<file path="src/rtl/uart_boot_pkg.sv">
// Shared types and constants for the UART boot loader controller.
// The optional UART_BOOT_CHECKSUM_EN build uses the POP_CHK/WAIT_CHK states and ERR_CHK.
package uart_boot_pkg;

    localparam int BYTES_PER_WORD = 4;

    typedef enum logic [3:0] {
        ST_IDLE      = 4'd0,
        ST_POP_HDR   = 4'd1,
        ST_WAIT_HDR  = 4'd2,
        ST_POP_DATA  = 4'd3,
        ST_WAIT_DATA = 4'd4,
        ST_WRITE     = 4'd5,
        ST_POP_CHK   = 4'd6,
        ST_WAIT_CHK  = 4'd7,
        ST_FINISH    = 4'd8,
        ST_DONE      = 4'd9,
        ST_ERR       = 4'd10
    } boot_state_e;

    typedef enum logic [1:0] {
        ERR_NONE = 2'd0,
        ERR_OVF  = 2'd1,
        ERR_LEN  = 2'd2,
        ERR_CHK  = 2'd3
    } err_code_e;

    function automatic logic is_pop_state(input boot_state_e st);
        return (st == ST_POP_HDR) || (st == ST_POP_DATA) || (st == ST_POP_CHK);
    endfunction

endpackage

</file>
<file path="src/rtl/uart_boot_loader_ctrl_xsum.sv">
// Running XOR of payload words; match compares the accumulator with a trailer word.
// Instantiated by the top only when UART_BOOT_CHECKSUM_EN is defined.
module uart_boot_xsum (
    input  logic        clk,
    input  logic        rst,
    input  logic        clr,
    input  logic        en,
    input  logic [31:0] data,
    input  logic [31:0] cmp_word,
    output logic        match
);

    logic [31:0] acc_r;

    // Accumulator register
    always_ff @(posedge clk) begin
        if (rst) begin
            acc_r <= 32'h0000_0000;
        end else if (clr) begin
            acc_r <= 32'h0000_0000;
        end else if (en) begin
            acc_r <= acc_r ^ data;
        end else begin
            acc_r <= acc_r;
        end
    end

    assign match = (acc_r == cmp_word);

endmodule

</file>
<file path="src/rtl/uart_boot_loader_ctrl.sv">
// Boot loader: packs UART bytes through the FIFO, decodes a length header, writes payload to memory.
// Optional trailer checksum check is built when UART_BOOT_CHECKSUM_EN is defined.
module uart_boot_loader_ctrl
    import uart_boot_pkg::*;
#(
    parameter int                ADDR_W    = 32,
    parameter logic [ADDR_W-1:0] BASE_ADDR = 32'h0000_0000,
    parameter int                MAX_WORDS = 4096,
    parameter int                CNT_W     = 13
) (
    input  logic              clk,
    input  logic              rst,
    input  logic              boot_start,
    input  logic              rx_valid,
    input  logic [7:0]        rx_data,
    output logic              fifo_wr_en,
    output logic [7:0]        fifo_wr_data,
    input  logic              fifo_full,
    input  logic              fifo_empty,
    output logic              fifo_rd_en,
    input  logic [31:0]       fifo_data_out,
    input  logic              fifo_data_out_valid,
    output logic              mem_req,
    output logic [ADDR_W-1:0] mem_addr,
    output logic [31:0]       mem_wdata,
    input  logic              mem_gnt,
    output logic              cpu_hold,
    output logic              busy,
    output logic              done,
    output logic              err,
    output logic [1:0]        err_code
);

    boot_state_e       state_r, state_nxt_s;
    err_code_e         err_code_r;
    logic [1:0]        byte_cnt_r;
    logic [CNT_W-1:0]  len_r, words_done_r, hdr_len_s;
    logic [ADDR_W-1:0] mem_addr_r;
    logic [31:0]       mem_wdata_r;
    logic              busy_r, done_r, err_r, cpu_hold_r;
    logic              start_s, pop_s, last_pop_s, ovf_s, len_bad_s, last_word_s, wr_acc_s;
    logic              xsum_match_s;

    assign fifo_wr_en   = rx_valid && !fifo_full;
    assign fifo_wr_data = rx_data;

    assign start_s     = boot_start && ((state_r == ST_IDLE) || (state_r == ST_DONE) || (state_r == ST_ERR));
    assign pop_s       = fifo_rd_en && !fifo_empty;
    assign last_pop_s  = pop_s && (byte_cnt_r == 2'(BYTES_PER_WORD - 1));
    assign ovf_s       = rx_valid && fifo_full && busy_r;
    assign hdr_len_s   = fifo_data_out[CNT_W-1:0];
    assign len_bad_s   = (hdr_len_s == {CNT_W{1'b0}}) || (hdr_len_s > CNT_W'(MAX_WORDS)) ||
                         (fifo_data_out[31:CNT_W] != {(32-CNT_W){1'b0}});
    assign last_word_s = ((words_done_r + CNT_W'(1)) == len_r);
    assign wr_acc_s    = (state_r == ST_WRITE) && mem_gnt;

`ifdef UART_BOOT_CHECKSUM_EN
    uart_boot_xsum u_xsum (
        .clk      (clk),
        .rst      (rst),
        .clr      (start_s),
        .en       (wr_acc_s),
        .data     (mem_wdata_r),
        .cmp_word (fifo_data_out),
        .match    (xsum_match_s)
    );
`else
    assign xsum_match_s = 1'b1;
`endif

    // State register
    always_ff @(posedge clk) begin
        if (rst) begin
            state_r <= ST_IDLE;
        end else begin
            state_r <= state_nxt_s;
        end
    end

    // Next-state logic; an overflow during a load wins over everything else
    always_comb begin
        state_nxt_s = state_r;
        if (ovf_s) begin
            state_nxt_s = ST_ERR;
        end else begin
            case (state_r)
                ST_IDLE, ST_DONE, ST_ERR: begin
                    if (boot_start) state_nxt_s = ST_POP_HDR;
                    else            state_nxt_s = state_r;
                end
                ST_POP_HDR: begin
                    if (last_pop_s) state_nxt_s = ST_WAIT_HDR;
                    else            state_nxt_s = state_r;
                end
                ST_WAIT_HDR: begin
                    if (!fifo_data_out_valid) state_nxt_s = state_r;
                    else if (len_bad_s)       state_nxt_s = ST_ERR;
                    else                      state_nxt_s = ST_POP_DATA;
                end
                ST_POP_DATA: begin
                    if (last_pop_s) state_nxt_s = ST_WAIT_DATA;
                    else            state_nxt_s = state_r;
                end
                ST_WAIT_DATA: begin
                    if (fifo_data_out_valid) state_nxt_s = ST_WRITE;
                    else                     state_nxt_s = state_r;
                end
                ST_WRITE: begin
                    if (!mem_gnt)         state_nxt_s = state_r;
                    else if (!last_word_s) state_nxt_s = ST_POP_DATA;
`ifdef UART_BOOT_CHECKSUM_EN
                    else                  state_nxt_s = ST_POP_CHK;
`else
                    else                  state_nxt_s = ST_FINISH;
`endif
                end
                ST_POP_CHK: begin
                    if (last_pop_s) state_nxt_s = ST_WAIT_CHK;
                    else            state_nxt_s = state_r;
                end
                ST_WAIT_CHK: begin
                    if (!fifo_data_out_valid) state_nxt_s = state_r;
                    else if (xsum_match_s)    state_nxt_s = ST_FINISH;
                    else                      state_nxt_s = ST_ERR;
                end
                ST_FINISH: state_nxt_s = ST_DONE;
                default:   state_nxt_s = ST_IDLE;
            endcase
        end
    end

    // FSM-decoded strobes
    always_comb begin
        fifo_rd_en = 1'b0;
        mem_req    = 1'b0;
        if (is_pop_state(state_r)) begin
            fifo_rd_en = !fifo_empty;
        end else if (state_r == ST_WRITE) begin
            mem_req = 1'b1;
        end else begin
            fifo_rd_en = 1'b0;
        end
    end

    // Datapath and sticky status registers
    always_ff @(posedge clk) begin
        if (rst) begin
            byte_cnt_r   <= 2'd0;
            len_r        <= {CNT_W{1'b0}};
            words_done_r <= {CNT_W{1'b0}};
            mem_addr_r   <= BASE_ADDR;
            mem_wdata_r  <= 32'h0000_0000;
            busy_r       <= 1'b0;
            done_r       <= 1'b0;
            err_r        <= 1'b0;
            err_code_r   <= ERR_NONE;
            cpu_hold_r   <= 1'b1;
        end else begin
            if (start_s) begin
                byte_cnt_r <= 2'd0;
            end else if (pop_s) begin
                byte_cnt_r <= byte_cnt_r + 2'd1;
            end else begin
                byte_cnt_r <= byte_cnt_r;
            end

            if (ovf_s) begin
                err_r      <= 1'b1;
                err_code_r <= ERR_OVF;
                busy_r     <= 1'b0;
            end else if (start_s) begin
                done_r       <= 1'b0;
                err_r        <= 1'b0;
                err_code_r   <= ERR_NONE;
                busy_r       <= 1'b1;
                cpu_hold_r   <= 1'b1;
                mem_addr_r   <= BASE_ADDR;
                words_done_r <= {CNT_W{1'b0}};
            end else begin
                case (state_r)
                    ST_WAIT_HDR: begin
                        if (fifo_data_out_valid) begin
                            len_r <= hdr_len_s;
                            if (len_bad_s) begin
                                err_r      <= 1'b1;
                                err_code_r <= ERR_LEN;
                                busy_r     <= 1'b0;
                            end
                        end
                    end
                    ST_WAIT_DATA: begin
                        if (fifo_data_out_valid) mem_wdata_r <= fifo_data_out;
                    end
                    ST_WRITE: begin
                        if (wr_acc_s) begin
                            mem_addr_r   <= mem_addr_r + ADDR_W'(BYTES_PER_WORD);
                            words_done_r <= words_done_r + CNT_W'(1);
                        end
                    end
                    ST_WAIT_CHK: begin
                        if (fifo_data_out_valid && !xsum_match_s) begin
                            err_r      <= 1'b1;
                            err_code_r <= ERR_CHK;
                            busy_r     <= 1'b0;
                        end
                    end
                    ST_FINISH: begin
                        done_r     <= 1'b1;
                        busy_r     <= 1'b0;
                        cpu_hold_r <= 1'b0;
                    end
                    default: ;
                endcase
            end
        end
    end

    assign mem_addr  = mem_addr_r;
    assign mem_wdata = mem_wdata_r;
    assign busy      = busy_r;
    assign done      = done_r;
    assign err       = err_r;
    assign err_code  = err_code_r;
    assign cpu_hold  = cpu_hold_r;

endmodule
</file>
<file path="config.mk">
export PLATFORM = sky130hd
export DESIGN_NAME = uart_boot_loader_ctrl
export DESIGN_NICKNAME = d
export VERILOG_FILES = /design/src/rtl/uart_boot_pkg.sv /design/src/rtl/uart_boot_loader_ctrl_xsum.sv /design/src/rtl/uart_boot_loader_ctrl.sv
export SDC_FILE = /design/constraint.sdc
export NUM_CORES = 1
export LEC_CHECK = 0
export BUFFER_PORTS_ARGS = -buffer_cell sky130_fd_sc_hd__buf_2
export CORE_MARGIN = 4
export CORE_UTILIZATION = 40
export CTS_BUF_LIST = sky130_fd_sc_hd__clkbuf_8
export DETAILED_ROUTE_END_ITERATION = 6
export PLACE_DENSITY_LB_ADDON = 0.2
export REMOVE_ABC_BUFFERS = 1
export SETUP_SLACK_MARGIN = 0.3
export SYNTH_ARGS = -nofsm -noshare
export SYNTH_HDL_FRONTEND = slang
export SYNTH_SLANG_ARGS = --single-unit
</file>
<file path="constraint.sdc">
create_clock -name clk -period 5.2 [get_ports clk]
set_clock_uncertainty 0.1 [all_clocks]
set_input_delay 1.04 -clock clk [delete_from_list [all_inputs] [get_ports clk]]
set_output_delay 1.04 -clock clk [all_outputs]
set_load 0.02 [all_outputs]
</file>
# == Yosys cells after proc, flatten, opt, wreduce, memory -nomap -nowiden ==
# Cells that the tools add are included.
# word_totals
regBits,102
word_cells,126
inputBits,48
# classes
bitwise,2
reduce_logical,38
n_eq_ne,30
order_cmp,1
addsub,3
mux,39
# ops
op,n
two-way mux 32 bit,3
two-way mux 4 bit,11
two-way mux 13 bit,3
one-hot mux 4 bit (9 select lines),1
adder 32 x 3 -> 32 bit (second input constant),1
!= test 3 bit (second input constant),10
two-way mux 1 bit,20
nonzero test 19 bit,1
== test 4 x 3 -> 1 bit (second input constant),4
!= test 2 bit (second input constant),8
AND reduction 8 bit,2
adder 13 x 1 -> 13 bit (second input constant),1
== test 13 bit,1
greater-than comparator 13 bit (second input constant),1
logical NOT 13 bit,1
== test 4 bit (second input constant),3
AND reduction 3 bit,4
nonzero test 3 bit,4
== test 4 x 2 -> 1 bit (second input constant),2
AND reduction 4 bit,2
logical AND 1 bit,7
logical OR 1 bit,6
nonzero test 2 bit,3
OR reduction 3 bit,2
9 further kinds,12

# == Longest topological paths before layout ==
# Gate-level depths: netlist of run 1.
# depth
ltp_word,9
mapped_depth,10
depth_no_buf,7

# == Least setup slack after synthesis of run 1 ==
# Ideal clock, no wire load.
# synth_path
kind,input to register
from,input boot_start
to,register mem_addr_r[20] (netlist: mem_addr[20])
setup_time_ns,0.128
t_arrival_ns,2.545
slack_ns,2.427
path_stages,8
t_required_ns,4.972
cell_sequence,and3b_1 -> o21ai_0 -> a21o_1 -> buf_2 -> buf_1 -> a2111oi_0 -> xnor2_1 -> nor2_1
# synth_via
elab_chain_cells,3
word_cells_on_any_way,5
cone_classes,1 x mux; 4 x reduce/logical
# synth_lines
element,line,text
start: declaration,uart_boot_loader_ctrl.sv:13,"input logic boot_start,"
logical AND 1 bit *,uart_boot_loader_ctrl.sv:47,assign start_s = boot_start && ((state_r == ST_IDLE) || (state_r == ST_DONE) || (state_r == ST_ERR));
nonzero test 2 bit (no source line),n/a,
AND reduction 3 bit (no source line),n/a,
end signal: assignment,uart_boot_loader_ctrl.sv:196,mem_addr_r <= mem_addr_r + ADDR_W'(BYTES_PER_WORD);
end: declaration,uart_boot_loader_ctrl.sv:38,logic [ADDR_W-1:0] mem_addr_r;
# Mark *: on every way between the ends. The rest lies on a longest branch, timed or not.
# A chain may end at the register's enable or synchronous reset.

# == Worst setup path after layout of run 1 ==
# layout_path
from,register state_r[2]
to,output fifo_rd_en
# layout_via
elab_chain_cells,4
word_cells_on_any_way,6
cone_classes,3 x eq/ne; 1 x mux; 2 x reduce/logical
# layout_lines
element,line,text
start: declaration,uart_boot_loader_ctrl.sv:34,"boot_state_e state_r, state_nxt_s;"
start signal: assignment,uart_boot_loader_ctrl.sv:76,state_r <= state_nxt_s;
== test 4 x 1 -> 1 bit / == test 4 x 2 -> 1 bit (equally long branches),uart_boot_pkg.sv:29,return (st == ST_POP_HDR) || (st == ST_POP_DATA) || (st == ST_POP_CHK);
logical OR 1 bit,uart_boot_pkg.sv:29,
logical OR 1 bit *,uart_boot_pkg.sv:29,
two-way mux 1 bit *,uart_boot_loader_ctrl.sv:136,if (is_pop_state(state_r)) begin
end: declaration,uart_boot_loader_ctrl.sv:20,"output logic fifo_rd_en,"
# Marks and branches as above.

==> flow_summary.yaml, run 1 <==
placed_design:
  post-dp-hpwl_um: 9540
  dp_slack_ps: 1910
  placed_area_um2: 5670
  gp_congestion: 0.854
  io_buffers: 110
  dp_cells: 873
cells_and_area:
  final_cell_count_no_fill: 889
  fillCellCount: 1319
  layout-drive-gt1-share: 0.197
  nets: 763
  fin_area_um2: 5900
  areaGrowthSynthToFinish_pct: 14.7
  antenna_cells: 0
  final_core_util: 0.467
  final_cell_mix: "110 x buf_2, 100 x dfxtp_1, 96 x nand2_1, 62 x a21oi_1, 62 x nor2_1"
  multi_input_area_um2: 2840
  final_common_cell: "buf_2"
  regArea_um2: 2000
yosys:
  syn-mean-instance-area_um2: 7.98
  synth_compound_area_frac: 0.195
  ys_types: 61
  synth_edf_count: 0
  synthCells: 644
  synth_top_family_by_area: "simple AND/OR/NAND/NOR gates"
  synthAdderAreaFrac: 0.00730
  muxShareOfSynthArea: 0.0273
  synthFlopType: "dfxtp_1"
  ys_seq_area_frac: 0.389
  synth-seq-cells: 100
  yosysWarnings: 0
  synth-xor-area-share: 0.0545
  async_flop_share: 0
  synthSimpleGateAreaFrac: 0.266
  syn_area_um2: 5140
clock_tree:
  cts.htree.levels: 3
  post-cts-setup-buffer-count: 0
  clkLatencyLatePin_ps: 380
  cts_tree: "yes"
  clockRootBuffer: "clkbuf_8"
  cts.sinks: 100
  cts_hold_buffers: 0
  cts-resized-gates: 0
  cts_buffers: 9
  clockBufferDepth: 2
  clk_pin_slew_ps: 90
pwr:
  power_mw: 1.76
  p_comb_frac: 0.201
  p_per_area_nw_per_um2: 298
  leakage_nw: 2.30
  swShare: 0.310
  vdd_drop_max_v: 0.000254
  clockPowerShare: 0.318
  seq_power_share: 0.481
  p_int_mw: 1.21
  net-switching-power_mw: 0.544
floorplanning:
  rows: 41
  die_w_um: 121
  core_um2: 12600
  die_h_um: 121
  io_pins: 129
  die_area_um2: 14700
  start_util: 0.407
global_routing:
  grt_pass1_wl_um: 21800
  grt_pass1_vias: 4552
  grt_max_degree: 68
  grt_util_all_layers: 0.181
  overflow: 0
  antenna_found_initial: 0
routing:
  wl_per_cell_um: 15.0
  wl_um: 13300
  m1WireLength_um: 6090
  highest_layer: "met4"
  first_pass_iters: 6
  vias_per_cell: 5.40
  wl_met2_um: 6480
  ant_nets: 0
  route.detailed.drc: 0
  num_vias: 4803
  wl_met3_um: 590
  drt_iter0_markers: 251
worst_hold_path:
  hold_class: "reg -> reg"
  holdCritStartpoint: "mem_wdata[28]$_SDFFE_PP0P_"
critical_path:
  cp_slowest_cell: "dfxtp_1"
  worstSetupPathType: "reg -> out"
  worst-path-buf-inv: 1
  critical-path-max-stage-delay_ps: 730
  startpoint: "state_r[2]$_SDFFE_PP0P_"
  path_cells: "nand2b_1 -> o22ai_1 -> nor2b_1 -> buf_2"
  cp-start-kind: "flip-flop"
  end_kind: "primary output"
  worstPathMaxFanout: 20
  cp_top_family: "flip-flops"
  rr_startpoint: "state_r[3]$_SDFFE_PP0P_"
  cp_data_arrival_time_ps: 2030
  crit_required_ps: 4060
sta:
  rsz0062_at_grt: "no"
  slew_viol_final: 0
  period_share: 0.609
  fin_ws_ps: 2030
  setup_viol: 0
  slew_headroom: 0.349
  fin_crit_ps: 3170
  setup_tns_ps: 0
  tightestPinTransition_ps: 977
  finalHoldViolCount: 0
  holdWs_ps: 354
  max_freq_mhz: 316
run:
  drv_cap: 0
run_status:
  outcome: "completed"
==> flip-flops by register name, summed over array words and instances (netlist names) <==
signal	count
words_done_r	13
len_r	13
err	1
mem_addr	30
done	1
busy	1
err_code	2
mem_wdata	32
cpu_hold	1
state_r	4
byte_cnt_r	2
==> metal layers <==
layer,vias up,track usage
li1,2401,-
met1,2269,0.229
met2,120,0.307
met3,13,0.0429
met4,0,0.0511
met5,-,0
==> power by group through the flow <==
stage	clock network (mW)	registers (mW)	logic [mW]
2_1_floorplan	0	0.863	0.231
4_1_cts	0.575	0.844	0.354
6_report	0.558	0.845	0.353
5_1_grt	0.606	0.854	0.393
3_5_place_dp	0	0.861	0.352
3_3_place_gp	0	0.860	0.344
==> final cells by class <==
class | count | area share
Clock buffer | 10 | 0.0233
Clock inverter | 6 | 0.0146
Inverter | 12 | 0.00764
Multi-Input combinational cell | 476 | 0.481
Sequential cell | 100 | 0.339
Tap cell | 172 | 0.0365
Timing Repair Buffer | 113 | 0.0972
==> worst paths after layout <==
kind | depth (start not counted) | slack (ps) | end
worst max-delay path | 4 | 2030 | fifo_rd_en
worst min-delay path | 2 | 350 | mem_wdata[28]$_SDFFE_PP0P_
worst max register to register | 6 | 2210 | mem_addr[31]$_SDFFE_PP0P_
worst min register to register | 2 | 350 | mem_wdata[28]$_SDFFE_PP0P_
==> cell families after synthesis <==
family          after synthesis
xor+xnor                     32
other cells                   1
compound gates              149
fa+ha+maj                     3
simple gates                276
mux                          14
flops                       100
buf+inv                      69
==> tightest hold or removal path, stage by stage (launching register included) <==
cell and delay [ps]:
dfxtp_1 320, nand2_1 50, a21oi_1 50
==> Yosys cell counts, types with 9 or more instances <==
library cell,instances,area share
o21ai_0,17,0.017
a21oi_1,62,0.060
clkbuf_1,42,0.031
nor2_1,63,0.046
nand2_1,96,0.070
nor4_1,11,0.013
nand2b_1,13,0.016
inv_1,12,0.0088
mux2i_1,14,0.027
dfxtp_1,100,0.39
xnor2_1,26,0.044
nand4_1,9,0.011
nand3_1,18,0.018
and3_1,9,0.011
nor2b_1,9,0.011
buf_4,10,0.015
Note: power is estimated with default switching activity, not from simulation.
==> run 2, diff against run 1 <==
ABC_AREA = 1   (was default)
clock period = 2.7 ns   (was 5.2 ns; I/O delays follow)
==> run 2 against run 1 <==
Synthesized area is 1.9% higher. Count of clock-buffer cells in the layout is 1 lower. Hold slack worse by 9.5 ps. First-iteration DRC count is 20% higher. Design area is 4.5% higher. Largest power group unchanged. Highest routed layer unchanged.
==> flow_summary.yaml, run 2 <==
run_status:
  outcome: "completed"
pwr:
  p_comb_frac: 0.252
  p_per_area_nw_per_um2: 601
  swShare: 0.339
  net-switching-power_mw: 1.25
  clockPowerShare: 0.312
  seq_power_share: 0.437
  p_int_mw: 2.45
  vdd_drop_max_v: 0.000292
  leakage_nw: 2.51
clock_tree:
  cts.htree.levels: 3
  cts_buffers: 9
  clk_pin_slew_ps: 100
  clockBufferDepth: 2
  cts.sinks: 100
  clkLatencyLatePin_ps: 390
  clockRootBuffer: "clkbuf_8"
  cts_tree: "yes"
floorplanning:
  die_w_um: 122
  die_area_um2: 15000
  start_util: 0.412
  die_h_um: 122
  core_um2: 12700
  io_pins: 129
  rows: 41
global_routing:
  gr-usage-met3: 0.0544
  grt_pass1_vias: 4544
  grt_util_all_layers: 0.186
  met1_usage: 0.258
  antenna_found_initial: 0
  grt_max_degree: 65
  grt_busiest_layer: "met2"
  overflow: 0
  grt_pass1_wl_um: 22200
  grtUsageMet2: 0.282
sta:
  rsz0062_at_grt: "no"
  slew_viol_final: 0
  slew_headroom: 0.587
  period_share: 0.814
  fin_crit_ps: 2200
  setup_tns_ps: 0
  max_freq_mhz: 455
  finalHoldViolCount: 0
  setup_viol: 0
  fin_ws_ps: 502
  tightestPinTransition_ps: 614
placed_design:
  gp_congestion: 0.881
  io_buffers: 110
  post-dp-hpwl_um: 10500
  dp_slack_ps: 401
yosys:
  synth_top_area_frac: 0.382
  async_flop_share: 0
  syn-mean-instance-area_um2: 6.80
  yosysWarnings: 0
  ys_types: 42
  synthTopCellsByArea: "dfxtp_1 38%, nand2_1 11%, a21oi_1 9.0%, inv_1 7.7%, o21ai_0 5.8%"
  synth_top_area_cell: "dfxtp_1"
  syn_area_um2: 5240
  synthCells: 771
  ys_top_cells_by_count: "149 x nand2_1, 108 x inv_1, 100 x dfxtp_1, 94 x a21oi_1, 66 x nor2_1"
  synth_edf_count: 0
  ys_seq_area_frac: 0.382
  synth-seq-cells: 100
  synthFlopType: "dfxtp_1"
  synth_most_common_cell: "nand2_1"
cells_and_area:
  final_common_cell: "nand2_1"
  largest_register_ffs: 32
  final_core_util: 0.484
  layout-drive-gt1-share: 0.189
  final_cell_mix: "148 x nand2_1, 110 x buf_2, 109 x inv_1, 100 x dfxtp_1, 94 x a21oi_1"
  areaGrowthSynthToFinish_pct: 17.6
  nets: 917
  fillCellCount: 1390
  antenna_cells: 0
routing:
  route.detailed.drc: 0
  ant_nets: 0
  wl_per_cell_um: 13.2
  wl_um: 13800
  first_pass_iters: 5
  num_vias: 5147
  drt_iter0_markers: 300
  vias_per_cell: 4.93
critical_path:
  worstSetupPathType: "reg -> out"
  worstPathMaxFanout: 3
  cp-start-kind: "flip-flop"
  end_kind: "primary output"
  worst-path-buf-inv: 3
  critical-path-max-stage-delay_ps: 360
  crit_required_ps: 2060
  cp_data_arrival_time_ps: 1560
  startpoint: "state_r[2]$_SDFFE_PP0P_"
  cp_top_family: "simple AND/OR/NAND/NOR gates"
  rr_startpoint: "state_r[3]$_SDFFE_PP0P_"
  path_cells: "inv_1 -> nor2_1 -> inv_1 -> nor2_2 -> a21oi_1 -> nor2_2 -> buf_2"
  cp_slowest_cell: "dfxtp_1"
run:
  drv_cap: 0
worst_hold_path:
  holdCritStartpoint: "fifo_data_out[21]"
  hold_class: "in -> reg"
==> run 2: cell types whose count changed after synthesis, moves of 23 or more <==
cell and change:
inv_1 +96, clkbuf_1 -32, a21oi_1 +32, nand2_1 +53, o21ai_0 +44, nand3_1 +23, nor3_1 +26
==> run 2: through the flow <==
stage / hold WS [ps] / total power, mW / instances / cell area [um^2]
after floorplan: 344 / 2.28 / 737 / 5060
after global placement: 327 / 2.57 / 1026 / 5890
after CTS: 325 / 3.72 / 1042 / 6130
after global routing: 356 / 3.92 / 1043 / 6160
final: 344 / 3.70 / 1043 / 6160
after detailed placement: 333 / 2.57 / 1026 / 5890
==> run 2: layout make-up <==
cell class	count	area (um^2)	share of cell area
well taps	172	215	0.0349
repair buffers	118	623	0.101
flip-flops and latches	100	2000	0.325
clock buffers	9	124	0.0201
clock inverters	7	116	0.0189
inverters	111	419	0.0680
multi-input cells	526	2660	0.432
==> run 2: per-layer routing <==
metal | vias to the layer above | share of wire | wire (um)
met5 | - | 0 | 0
met4 | 0 | 0.013 | 176
met3 | 14 | 0.068 | 938
met1 | 2292 | 0.48 | 6610
met2 | 140 | 0.44 | 6100
li1 | 2701 | - | -
==> run 2: path summary, 6_finish.rpt <==
path / slack [ps] / end / depth (start not counted)
setup / recovery: 500 / fifo_rd_en / 7
hold / removal: 340 / mem_wdata[21]$_SDFFE_PP0P_ / 3
setup reg to reg: 520 / len_r[8]$_SDFFE_PP0P_ / 10
hold reg to reg: 350 / mem_wdata[24]$_SDFFE_PP0P_ / 2
==> run 2: tightest hold or removal path: stages <==
cell and delay (ps):
buf_2 90, o21ai_0 70, a21oi_1 100
==> run 2: power groups by stage <==
stage | sequential [mW] | clock, mW | combinational, mW
3_5_place_dp | 1.65 | 0 | 0.916
5_1_grt | 1.63 | 1.25 | 1.04
2_1_floorplan | 1.68 | 0 | 0.594
6_report | 1.62 | 1.15 | 0.931
4_1_cts | 1.62 | 1.19 | 0.920
3_3_place_gp | 1.65 | 0 | 0.921
==> run 2: cell families (layout without fill, tap and decap cells) <==
logic type / Yosys count / count (layout) / synth area share
adders and majority gates: 3 / 3 / 0.00716
xor gates and xnor gates: 18 / 18 / 0.0327
and+or+nand+nor: 338 / 338 / 0.297
DFF: 100 / 100 / 0.382
other: 1 / 2 / 0.000716
AOI/OAI and AO/OA: 165 / 165 / 0.165
buffers and inverters: 146 / 245 / 0.115
==> run 2: repair_timing <==
action                                  4_1_cts  5_1_grt
setup buffers                                 0        1
resized for setup                             0        8
endpoints found under the setup margin        0       11
hold buffers                                  0        0
==> run 3, diff against run 2 <==
clock period = 2.1 ns   (was 2.7 ns; I/O delays follow)
==> run 3 against run 2 <==
Sequential power up 29%. Count of clock-buffer cells in the layout stayed put. Design area is 30% higher. Register-to-register slack worse by 430 ps. Hold slack lost 160 ps. First-iteration DRC count grew 23%. Critical path depth unchanged. Total power rose by 57%. Wire length is 26% higher. Highest routed layer unchanged. Core utilization increased by 15 points. Die area unchanged. Via count rose by 14%.
==> flow_summary.yaml, run 3 (synthesis results as in run 2) <==
critical_path:
  end_kind: "primary output"
  startpoint: "state_r[1]$_SDFFE_PP0P_"
  cp_top_family: "flip-flops"
  cp_slowest_cell: "dfxtp_4"
  ff2ff_setup_slack_ps: 90
  worstPathMaxFanout: 4
  cp_data_arrival_time_ps: 1510
  critical-path-max-stage-delay_ps: 380
  cp.depth: 7
  r2r-end: "mem_addr[18]$_SDFFE_PP0P_"
  worst-path-buf-inv: 3
  crit_required_ps: 1580
  cp-start-kind: "flip-flop"
  worstSetupPathType: "reg -> out"
  rr_startpoint: "state_r[1]$_SDFFE_PP0P_"
  path_cells: "inv_2 -> nor2_1 -> inv_1 -> nor2_4 -> a21oi_2 -> nor2_2 -> buf_6"
  ff2ff_path_depth: 14
cells_and_area:
  fillCellCount: 1119
  regArea_um2: 2050
  nets: 990
  layout-drive-gt1-share: 0.446
  final_core_util: 0.630
  multi_input_area_um2: 3590
  final_common_cell: "nand2_1"
  largest_register_ffs: 32
  antenna_cells: 0
  final_cell_mix: "137 x nand2_1, 109 x buf_2, 96 x inv_1, 76 x dfxtp_1, 61 x a21oi_1"
  areaGrowthSynthToFinish_pct: 53.1
floorplanning:
  start_util: 0.412
  die_h_um: 122
  die_area_um2: 15000
  io_pins: 129
  die_w_um: 122
  core_um2: 12700
  rows: 41
clock_tree:
  cts_tree: "yes"
  clockRootBuffer: "clkbuf_8"
  cts.sinks: 100
  cts_buffers: 9
  cts.htree.levels: 3
  clkLatencyLatePin_ps: 400
  clk_pin_slew_ps: 100
  clockBufferDepth: 2
  cts_hold_buffers: 0
sta:
  rsz0062_at_grt: "yes"
  period_share: 0.969
  setup_viol: 0
  setup_tns_ps: 0
  fin_crit_ps: 2030
  finalHoldViolCount: 0
  slew_viol_final: 0
  fin_ws_ps: 65.5
  max_freq_mhz: 492
routing:
  num_vias: 5870
  ant_nets: 0
  first_pass_iters: 6
  drt_iter0_markers: 369
  vias_per_cell: 5.26
  route.detailed.drc: 0
  wl_per_cell_um: 15.6
  wl_um: 17400
global_routing:
  grt_pass1_wl_um: 25400
  grt_max_degree: 49
  antenna_found_initial: 0
  overflow: 0
  grt_pass1_vias: 5153
  grt_util_all_layers: 0.212
worst_hold_path:
  min_to: "mem_wdata[22]$_SDFFE_PP0P_"
  holdCritStartpoint: "fifo_data_out[22]"
  hold_class: "in -> reg"
  whs_path_depth: 3
pwr:
  leakage_nw: 3.29
  vdd_drop_max_v: 0.000460
  p_per_area_nw_per_um2: 723
placed_design:
  io_buffers: 110
  post-dp-hpwl_um: 10500
  dp_slack_ps: -12.4
  gp_congestion: 0.912
run_status:
  outcome: "completed"
run:
  drv_cap: 0
## run 3: worst max path at each step
stage / endpoint / slack (ps)
5_1_grt: mem_addr[18]$_SDFFE_PP0P_ / -50
3_5_place_dp: err_code[1]$_SDFFE_PP0P_ / -10
2_1_floorplan: mem_wdata[0]$_SDFFE_PP0P_ / -80
4_1_cts: fifo_rd_en / 90
3_3_place_gp: err_code[1]$_SDFFE_PP0P_ / 2
6_report: fifo_rd_en / 70
## run 3: routing by layer
layer | vias up | global-route usage | routed length, um
li1 | 2862 | - | -
met1 | 2729 | 0.274 | 7400
met2 | 248 | 0.335 | 8340
met3 | 31 | 0.0530 | 1310
met4 | 0 | 0.0980 | 383
met5 | - | 0 | 0
## run 3: layout make-up
| type | instances | share of cell area |
|---|---|---|
| clock inverters | 7 | 0.00655 |
| repair buffers | 191 | 0.193 |
| flip-flops and latches | 100 | 0.256 |
| inverters | 111 | 0.0541 |
| clock buffers | 9 | 0.0154 |
| well taps | 172 | 0.0268 |
| multi-input cells | 526 | 0.448 |
## run 3: where the power goes
| group | switching (mW) | total (mW) | internal, mW |
|---|---|---|---|
| Sequential | 0.0807 | 2.09 | 2.01 |
| Clock | 0.750 | 1.19 | 0.437 |
| Combinational | 1.37 | 2.52 | 1.15 |
| Total | 2.20 | 5.80 | 3.60 |
## run 3: through the flow
stage / total power, mW / hold slack [ps] / std cells / area (um^2)
after floorplan: 2.93 / 344 / 737 / 5060
after global placement: 3.39 / 327 / 1044 / 6050
after detailed placement: 3.38 / 332 / 1044 / 6050
after CTS: 5.35 / 180 / 1093 / 7170
after global routing: 6.08 / 186 / 1116 / 8020
final: 5.80 / 186 / 1116 / 8020
## run 3: worst min-delay path, stage by stage
cell	delay, ps
buf_2	90
o21ai_2	60
a21oi_2	90
## run 3: repair_timing
action / CTS / global route
buffers inserted: 25 / 16
cloned: 8 / 7
resized for setup: 182 / 166
hold endpoints to repair: 0 / 0
setup endpoints to repair: 83 / 100
pin swaps: 42 / 31
